[src/rtl/oled_cmd_store_pkg.sv]
// oled_cmd_store_pkg
//   Shared definitions for the OLED command store. It holds the store geometry,
//   the SSD1306 command codes, the load FSM states, the read-patch selector and
//   the default init table.
//   This file has no ports.
package oled_cmd_store_pkg;

  localparam int OLED_CMD_DEPTH = 32;
  localparam int OLED_ADDR_W    = 5;
  localparam int OLED_LOAD_LEN  = 28;

  localparam logic [OLED_ADDR_W-1:0] IDX_ENT  = 5'd23;
  localparam logic [OLED_ADDR_W-1:0] IDX_INV  = 5'd24;
  localparam logic [OLED_ADDR_W-1:0] IDX_DON  = 5'd27;
  localparam logic [OLED_ADDR_W-1:0] LAST_IDX = 5'd31;

  localparam logic [7:0] CMD_DISP_OFF = 8'hAE;
  localparam logic [7:0] CMD_DISP_ON  = 8'hAF;
  localparam logic [7:0] CMD_ENT_RAM  = 8'hA4;
  localparam logic [7:0] CMD_ENT_ON   = 8'hA5;
  localparam logic [7:0] CMD_NORMAL   = 8'hA6;
  localparam logic [7:0] CMD_INVERSE  = 8'hA7;
  localparam logic [7:0] CMD_NOP      = 8'hE3;

  typedef enum logic {
    ST_LOAD  = 1'b0,
    ST_READY = 1'b1
  } oledState_e;

  typedef enum logic [1:0] {
    PATCH_NONE     = 2'd0,
    PATCH_ENT_ON   = 2'd1,
    PATCH_DISP_OFF = 2'd2,
    PATCH_INVERSE  = 2'd3
  } oledPatch_e;

  // Default SSD1306 power-up sequence. Entries past the table are padded with NOP
  // so that the sequencer can safely walk the whole store.
  function automatic logic [7:0] defaultCmd(input logic [OLED_ADDR_W-1:0] idx);
    logic [7:0] cmd;
    cmd = CMD_NOP;
    if (int'(idx) < OLED_LOAD_LEN) begin
      case (idx)
        5'd0:    cmd = CMD_DISP_OFF;
        5'd1:    cmd = 8'hD5;
        5'd2:    cmd = 8'h80;
        5'd3:    cmd = 8'hA8;
        5'd4:    cmd = 8'h3F;
        5'd5:    cmd = 8'hD3;
        5'd6:    cmd = 8'h00;
        5'd7:    cmd = 8'h40;
        5'd8:    cmd = 8'h8D;
        5'd9:    cmd = 8'h14;
        5'd10:   cmd = 8'h20;
        5'd11:   cmd = 8'h00;
        5'd12:   cmd = 8'hA1;
        5'd13:   cmd = 8'hC8;
        5'd14:   cmd = 8'hDA;
        5'd15:   cmd = 8'h12;
        5'd16:   cmd = 8'h81;
        5'd17:   cmd = 8'hCF;
        5'd18:   cmd = 8'hD9;
        5'd19:   cmd = 8'hF1;
        5'd20:   cmd = 8'hDB;
        5'd21:   cmd = 8'h40;
        5'd22:   cmd = 8'h2E;
        5'd23:   cmd = CMD_ENT_RAM;
        5'd24:   cmd = CMD_NORMAL;
        5'd25:   cmd = CMD_NOP;
        5'd26:   cmd = CMD_NOP;
        5'd27:   cmd = CMD_DISP_ON;
        default: cmd = CMD_NOP;
      endcase
    end
    return cmd;
  endfunction

  // Substitutes the display-mode command for the stored one on the way out.
  function automatic logic [7:0] applyPatch(input logic [7:0] stored, input oledPatch_e sel);
    logic [7:0] result;
    result = stored;
    case (sel)
      PATCH_ENT_ON:   result = CMD_ENT_ON;
      PATCH_DISP_OFF: result = CMD_DISP_OFF;
      PATCH_INVERSE:  result = CMD_INVERSE;
      default:        result = stored;
    endcase
    return result;
  endfunction

endpackage

[src/rtl/oled_cmd_store_if.sv]
// oled_cmd_store_if
//   Read/write bus between the command store and its users. The I2C sequencer
//   reads through it, and the host uses it for run-time writes.
//   The master modport is the sequencer/host side.
//   The slave modport is the command store.
//   Signals:
//     rd_en, rd_addr        read strobe and address
//     rd_data               registered, patched read data
//     wr_en, wr_addr, wr_data  host write
//     wr_err                one-cycle pulse when a write is rejected
//     ready                 the table is valid
interface oled_cmd_store_if;
  import oled_cmd_store_pkg::*;

  logic                   rd_en;
  logic [OLED_ADDR_W-1:0] rd_addr;
  logic [7:0]             rd_data;
  logic                   wr_en;
  logic [OLED_ADDR_W-1:0] wr_addr;
  logic [7:0]             wr_data;
  logic                   wr_err;
  logic                   ready;

  modport master (
    output rd_en, rd_addr, wr_en, wr_addr, wr_data,
    input  rd_data, wr_err, ready
  );

  modport slave (
    input  rd_en, rd_addr, wr_en, wr_addr, wr_data,
    output rd_data, wr_err, ready
  );

endinterface

[src/rtl/oled_cmd_store_ram.sv]
// oled_cmd_store_ram
//   A 32x8 single-clock command RAM. It has one write port and one synchronous
//   read port. A read and a write to the same address in the same cycle return
//   the old contents.
//   Ports:
//     clk      clock
//     we_i     write enable
//     waddr_i  write address
//     wdata_i  write data
//     re_i     read enable; the output register holds its value while re_i is low
//     raddr_i  read address
//     rdata_o  registered read data
module oled_cmd_store_ram
  import oled_cmd_store_pkg::*;
(
  input  logic                   clk,
  input  logic                   we_i,
  input  logic [OLED_ADDR_W-1:0] waddr_i,
  input  logic [7:0]             wdata_i,
  input  logic                   re_i,
  input  logic [OLED_ADDR_W-1:0] raddr_i,
  output logic [7:0]             rdata_o
);

  logic [7:0] mem_q [OLED_CMD_DEPTH];
  logic [7:0] rdData_q;

  // The read samples the array before this edge's write lands, which gives
  // read-before-write on an address collision.
  always_ff @(posedge clk) begin
    if (we_i) begin
      mem_q[waddr_i] <= wdata_i;
    end
    if (re_i) begin
      rdData_q <= mem_q[raddr_i];
    end
  end

  assign rdata_o = rdData_q;

endmodule

[src/rtl/oled_cmd_store.sv]
// oled_cmd_store
//   Command store that feeds the OLED I2C sequencer. After reset, or after a
//   reload, it copies the default SSD1306 init table into RAM. The host may
//   overwrite entries once the store is ready. Display-mode requests patch
//   selected entries as they are read; the stored contents are not changed.
//   Ports:
//     clk           clock
//     reset         synchronous, active-low
//     bus           slave side of the read/write bus
//     reload_i      a rising edge restarts the default load
//     mode_white_i  all-white request; reads of the entire-display entry return A5
//     mode_black_i  all-black request; reads of the display-on entry return AE
//     mode_inv_i    inverse request; reads of the normal/inverse entry return A7
module oled_cmd_store
  import oled_cmd_store_pkg::*;
(
  input  logic              clk,
  input  logic              reset,
  oled_cmd_store_if.slave   bus,
  input  logic              reload_i,
  input  logic              mode_white_i,
  input  logic              mode_black_i,
  input  logic              mode_inv_i
);

  oledState_e             state_q, state_d;
  logic [OLED_ADDR_W-1:0] loadCnt_q, loadCnt_d;
  logic                   reload_q;
  logic                   wrErr_q;
  logic                   rdValid_q;
  oledPatch_e             patchSel_q, patchSel_d;

  logic                   ready;
  logic                   reloadRise;
  logic                   readAccept;
  logic                   ramWe;
  logic [OLED_ADDR_W-1:0] ramWaddr;
  logic [7:0]             ramWdata;
  logic [7:0]             ramRdata;

  assign ready      = (state_q == ST_READY);
  assign reloadRise = reload_i & ~reload_q;
  assign readAccept = bus.rd_en & ready;

  // Load FSM and the RAM write-port mux. While loading, the counter owns the
  // write port and host writes are dropped. Once the store is ready, the host
  // owns the port. A reload edge still lets that cycle's host write through;
  // the load that follows then overwrites it.
  always_comb begin
    state_d   = state_q;
    loadCnt_d = loadCnt_q;
    ramWe     = 1'b0;
    ramWaddr  = bus.wr_addr;
    ramWdata  = bus.wr_data;
    case (state_q)
      ST_LOAD: begin
        ramWe    = 1'b1;
        ramWaddr = loadCnt_q;
        ramWdata = defaultCmd(loadCnt_q);
        if (loadCnt_q == LAST_IDX) begin
          state_d   = ST_READY;
          loadCnt_d = '0;
        end else begin
          loadCnt_d = loadCnt_q + 5'd1;
        end
      end
      ST_READY: begin
        ramWe = bus.wr_en;
        if (reloadRise) begin
          state_d   = ST_LOAD;
          loadCnt_d = '0;
        end
      end
      default: begin
        state_d   = ST_LOAD;
        loadCnt_d = '0;
      end
    endcase
    if (!reset) begin
      ramWe = 1'b0;
    end
  end

  // The patch is chosen from the mode inputs in the cycle the read is accepted.
  // It is applied to the RAM output one cycle later.
  always_comb begin
    patchSel_d = PATCH_NONE;
    if ((bus.rd_addr == IDX_ENT) && mode_white_i) begin
      patchSel_d = PATCH_ENT_ON;
    end else if ((bus.rd_addr == IDX_DON) && mode_black_i && !mode_white_i) begin
      patchSel_d = PATCH_DISP_OFF;
    end else if ((bus.rd_addr == IDX_INV) && mode_inv_i && !mode_white_i && !mode_black_i) begin
      patchSel_d = PATCH_INVERSE;
    end
  end

  // rdValid_q forces rd_data to zero from reset until the first accepted read.
  // The RAM output register holds the last read, so rd_data stays stable
  // between strobes.
  always_ff @(posedge clk) begin
    if (!reset) begin
      state_q    <= ST_LOAD;
      loadCnt_q  <= '0;
      reload_q   <= reload_i;
      wrErr_q    <= 1'b0;
      rdValid_q  <= 1'b0;
      patchSel_q <= PATCH_NONE;
    end else begin
      state_q   <= state_d;
      loadCnt_q <= loadCnt_d;
      reload_q  <= reload_i;
      wrErr_q   <= bus.wr_en & ~ready;
      if (readAccept) begin
        rdValid_q  <= 1'b1;
        patchSel_q <= patchSel_d;
      end
    end
  end

  oled_cmd_store_ram u_ram (
    .clk     (clk),
    .we_i    (ramWe),
    .waddr_i (ramWaddr),
    .wdata_i (ramWdata),
    .re_i    (readAccept),
    .raddr_i (bus.rd_addr),
    .rdata_o (ramRdata)
  );

  assign bus.rd_data = rdValid_q ? applyPatch(ramRdata, patchSel_q) : 8'h00;
  assign bus.wr_err  = wrErr_q;
  assign bus.ready   = ready;

endmodule

[src/flat_wrapper.sv]
// flat-port wrapper written by rule: the top's interface ports become plain ports
module oled_cmd_store_flat import oled_cmd_store_pkg::*;
  (clk, reset, reload_i, mode_white_i, mode_black_i, mode_inv_i, bus_rd_en, bus_rd_addr, bus_wr_en, bus_wr_addr, bus_wr_data, bus_rd_data, bus_wr_err, bus_ready);
  oled_cmd_store_if bus_i ();
  input  logic clk;
  input  logic reset;
  input  logic reload_i;
  input  logic mode_white_i;
  input  logic mode_black_i;
  input  logic mode_inv_i;
  input wire logic [$bits(bus_i.rd_en)-1:0] bus_rd_en;
  input wire logic [$bits(bus_i.rd_addr)-1:0] bus_rd_addr;
  input wire logic [$bits(bus_i.wr_en)-1:0] bus_wr_en;
  input wire logic [$bits(bus_i.wr_addr)-1:0] bus_wr_addr;
  input wire logic [$bits(bus_i.wr_data)-1:0] bus_wr_data;
  output wire logic [$bits(bus_i.rd_data)-1:0] bus_rd_data;
  output wire logic [$bits(bus_i.wr_err)-1:0] bus_wr_err;
  output wire logic [$bits(bus_i.ready)-1:0] bus_ready;
  assign bus_i.rd_en = bus_rd_en;
  assign bus_i.rd_addr = bus_rd_addr;
  assign bus_i.wr_en = bus_wr_en;
  assign bus_i.wr_addr = bus_wr_addr;
  assign bus_i.wr_data = bus_wr_data;
  assign bus_rd_data = bus_i.rd_data;
  assign bus_wr_err = bus_i.wr_err;
  assign bus_ready = bus_i.ready;
  oled_cmd_store u_core (.clk(clk), .reset(reset), .bus(bus_i), .reload_i(reload_i), .mode_white_i(mode_white_i), .mode_black_i(mode_black_i), .mode_inv_i(mode_inv_i));
endmodule
[config.mk]
export PLATFORM = sky130hd
export DESIGN_NAME = oled_cmd_store_flat
export DESIGN_NICKNAME = d
export VERILOG_FILES = /design/src/rtl/oled_cmd_store_pkg.sv /design/src/rtl/oled_cmd_store_if.sv /design/src/rtl/oled_cmd_store_ram.sv /design/src/rtl/oled_cmd_store.sv /design/src/flat_wrapper.sv
export SDC_FILE = /design/constraint.sdc
export NUM_CORES = 1
export LEC_CHECK = 0
export BUFFER_PORTS_ARGS = -buffer_cell sky130_fd_sc_hd__buf_2
export CORE_ASPECT_RATIO = 0.75
export CORE_MARGIN = 3
export CORE_UTILIZATION = 50
export DETAILED_ROUTE_END_ITERATION = 6
export PLACE_DENSITY_LB_ADDON = 0.2
export SYNTH_ARGS = -nofsm -noshare
export SYNTH_HDL_FRONTEND = slang
export SYNTH_SLANG_ARGS = --single-unit
export TNS_END_PERCENT = 1
[constraint.sdc]
create_clock -name clk -period 3.5 [get_ports clk]
set_input_delay 0.7 -clock clk [delete_from_list [all_inputs] [get_ports clk]]
set_output_delay 0.7 -clock clk [all_outputs]
set_load 0.05 [all_outputs]
==> flow_summary.json <==
{
  "routed_wl_um": 25400,
  "num_vias": 6126,
  "final.setup.tns_ps": 0,
  "combPwrFrac": 0.078,
  "min_path_type": "in -> reg",
  "ant_nets": 0,
  "grt_usage": 0.209,
  "final_cells": 1012,
  "fp.dieW_um": 182,
  "setup.worst_path.start_class": "flip-flop",
  "cts_buffers": 27,
  "tightest_slew_ps": 946,
  "drt-vias-per-instance": 6.05,
  "grt_pass1_vias": 6109,
  "postPlaceCellArea_mm2": 0.0124,
  "die_area_mm2": 0.0250,
  "hpwl_um": 16600,
  "switching_share": 0.221,
  "seqPwrFrac": 0.547,
  "synth-seq-cells": 283,
  "design_area_mm2": 0.0131,
  "dieHeight_um": 138,
  "slew_viol_final": 0,
  "clock_skew_ps": 9.13,
  "htreeDepth": 1,
  "layout_min_cycle_time_ps": 2970,
  "synth_seq_area_share": 0.718,
  "synth_top_area_share": 0.685,
  "crit_required_ps": 3950,
  "critical_path_class": "reg -> reg",
  "status": "complete, no violations",
  "yosysWarnings": 0,
  "yosys.cell_types.count": 55,
  "synth.top_cells.by_area": "edfxtp_1, mux4_2, dfxtp_1",
  "synthCells": 619,
  "core_mm2": 0.0224,
  "crit_path_max_fanout": 6,
  "gr-total-overflow": 0,
  "grt_setup_unrepaired": "false",
  "wl_per_cell_um": 25.1,
  "setup_slack_ps": 527,
  "cp_data_arrival_time_ps": 3430,
  "clkLatencyLatePin_ps": 550,
  "ctsResizeCount": 0,
  "synthesis.area_mm2": 0.0116,
  "setup_viol": 0,
  "synth.avg_cell_area_um2": 18.7,
  "start_util": 0.517,
  "synth_top_area_cell": "edfxtp_1",
  "relSlewSlack": 0.369,
  "finalNetCount": 732,
  "synthesis.nets": 653,
  "first_pass_iters": 5,
  "synth_common_cells": "edfxtp_1, mux4_2, nor2_1",
  "max_freq_mhz": 336,
  "io_buffers": 35,
  "maxCapViolCount": 0,
  "cts_root_buffer": "clkbuf_16",
  "end_kind": "flip-flop",
  "grt_pass1_wl_um": 38900,
  "syn_to_final_growth_pct": 13.4,
  "p_leak_uw": 0.00434,
  "rows": 47,
  "clock-sinks": 283,
  "tritoncts": "yes",
  "pin_count": 36,
  "synthArstFlopShare": 0,
  "internal_power_uw": 5490,
  "drive_gt1_frac": 0.298,
  "yosysMostFrequentCell": "edfxtp_1",
  "antenna_found_initial": 0,
  "gp_congestion": 0.876,
  "max-vdd-ir-drop_mv": 0.405,
  "dp_worst_setup_slack_ps": 318,
  "p_clk_frac": 0.374,
  "diodes": 0,
  "period_share": 0.850,
  "cts_setup_buffers": 0,
  "hold_buffers": 0,
  "power_switching_uw": 1550,
  "clkTransAtPathRegs_ps": 60,
  "synth_edf_count": 264,
  "grt_max_degree": 44,
  "synth_flop_cell": "edfxtp_1",
  "clk_path_buf_depth": 3,
  "dp.cells": 963,
  "power_per_cell_area_mw_per_mm2": 536,
  "finalHoldViolCount": 0,
  "drc_errors": 0,
  "drt_iter0_markers": 635
}
==> power groups by stage <==
stage	combinational, uW	sequential, uW	clock (uW)
floorplan	336	3920	0
global placement	533	3920	0
detailed placement	556	3920	0
CTS	557	3850	2690
global route	598	3850	2830
finish	552	3850	2630
==> layout make-up <==
type | count | area, um^2
multi-input combinational | 284 | 3060
clock buffer | 44 | 739
timing repair buffer | 82 | 543
inverter | 20 | 75.1
fill | 1633 | 9280
clock inverter | 5 | 40.0
tap | 294 | 368
sequential | 283 | 8310
==> cell families after synthesis <==
logic type	Yosys count	synth area share
DFF	283	0.718
and+or+nand+nor	122	0.0483
muxes	93	0.168
AOI/OAI and AO/OA	60	0.0369
buffers and inverters	52	0.0197
adders and majority gates	8	0.00865
xor gates and xnor gates	1	0.000757
==> final timing paths <==
path	from	slack, ps	cells after the start	endpoint
worst max-delay path	u_core.loadCnt_q[1]	530	11	flip-flop
worst min-delay path	reload_i	290	1	u_core.reload_q
worst max register to register	u_core.loadCnt_q[1]	530	11	flip-flop
worst min register to register	u_core.reload_q	600	2	u_core.bus.ready
==> cell usage in the layout (no fill, tap or decap), types with 4 or more instances in the layout <==
cell type,count
clkbuf_1,17
nor2_1,51
clkbuf_16,27
or3_1,4
mux4_2,80
dfxtp_1,19
edfxtp_1,264
o21ai_0,4
inv_1,12
a22o_1,4
inv_2,7
o21ai_1,4
a21oi_1,7
nand2_1,30
ha_1,8
mux2_2,8
a31oi_1,4
buf_2,34
nor3_1,6
buf_4,47
nand2b_1,6
o21a_1,4
o32ai_1,4
nand3_1,9
a21oi_2,5
o22ai_1,4
mux2i_1,4
==> critical path: stages, from the launching register on <==
cell	delay [ps]
dfxtp_1	410
ha_1	220
and3_1	170
ha_1	270
nor3_1	70
a31oi_1	350
nand2b_1	280
ha_1	340
nand3_1	180
o221ai_1	320
a21oi_1	80
a41oi_1	190
==> routing by layer <==
layer  global-route usage  share of wire
met3               0.0459          0.086
met4               0.0376          0.019
met2                0.301           0.43
met5                    0              0
met1                0.335           0.46
==> through the flow <==
| step | hold WS [ps] | total power (uW) | utilization |
|---|---|---|---|
| floorplan | 506 | 4260 | - |
| global placement | 538 | 4460 | 0.551 |
| detailed placement | 558 | 4480 | 0.551 |
| CTS | 271 | 7100 | 0.586 |
| global route | 284 | 7280 | 0.586 |
| finish | 293 | 7040 | 0.586 |
==> state kept, by name, summed over array words and instances (netlist names), named ones only <==
| register | count |
|---|---|
| u_core.u_ram.mem_q | 256 |
| u_core.u_ram.rdata_o | 8 |
| u_core.loadCnt_q | 5 |
| u_core.patchSel_q | 2 |
| u_core.bus.ready | 1 |
| u_core.bus.wr_err | 1 |
| u_core.rdValid_q | 1 |
| u_core.reload_q | 1 |
No activity file was read; power rests on OpenSTA's default activity.
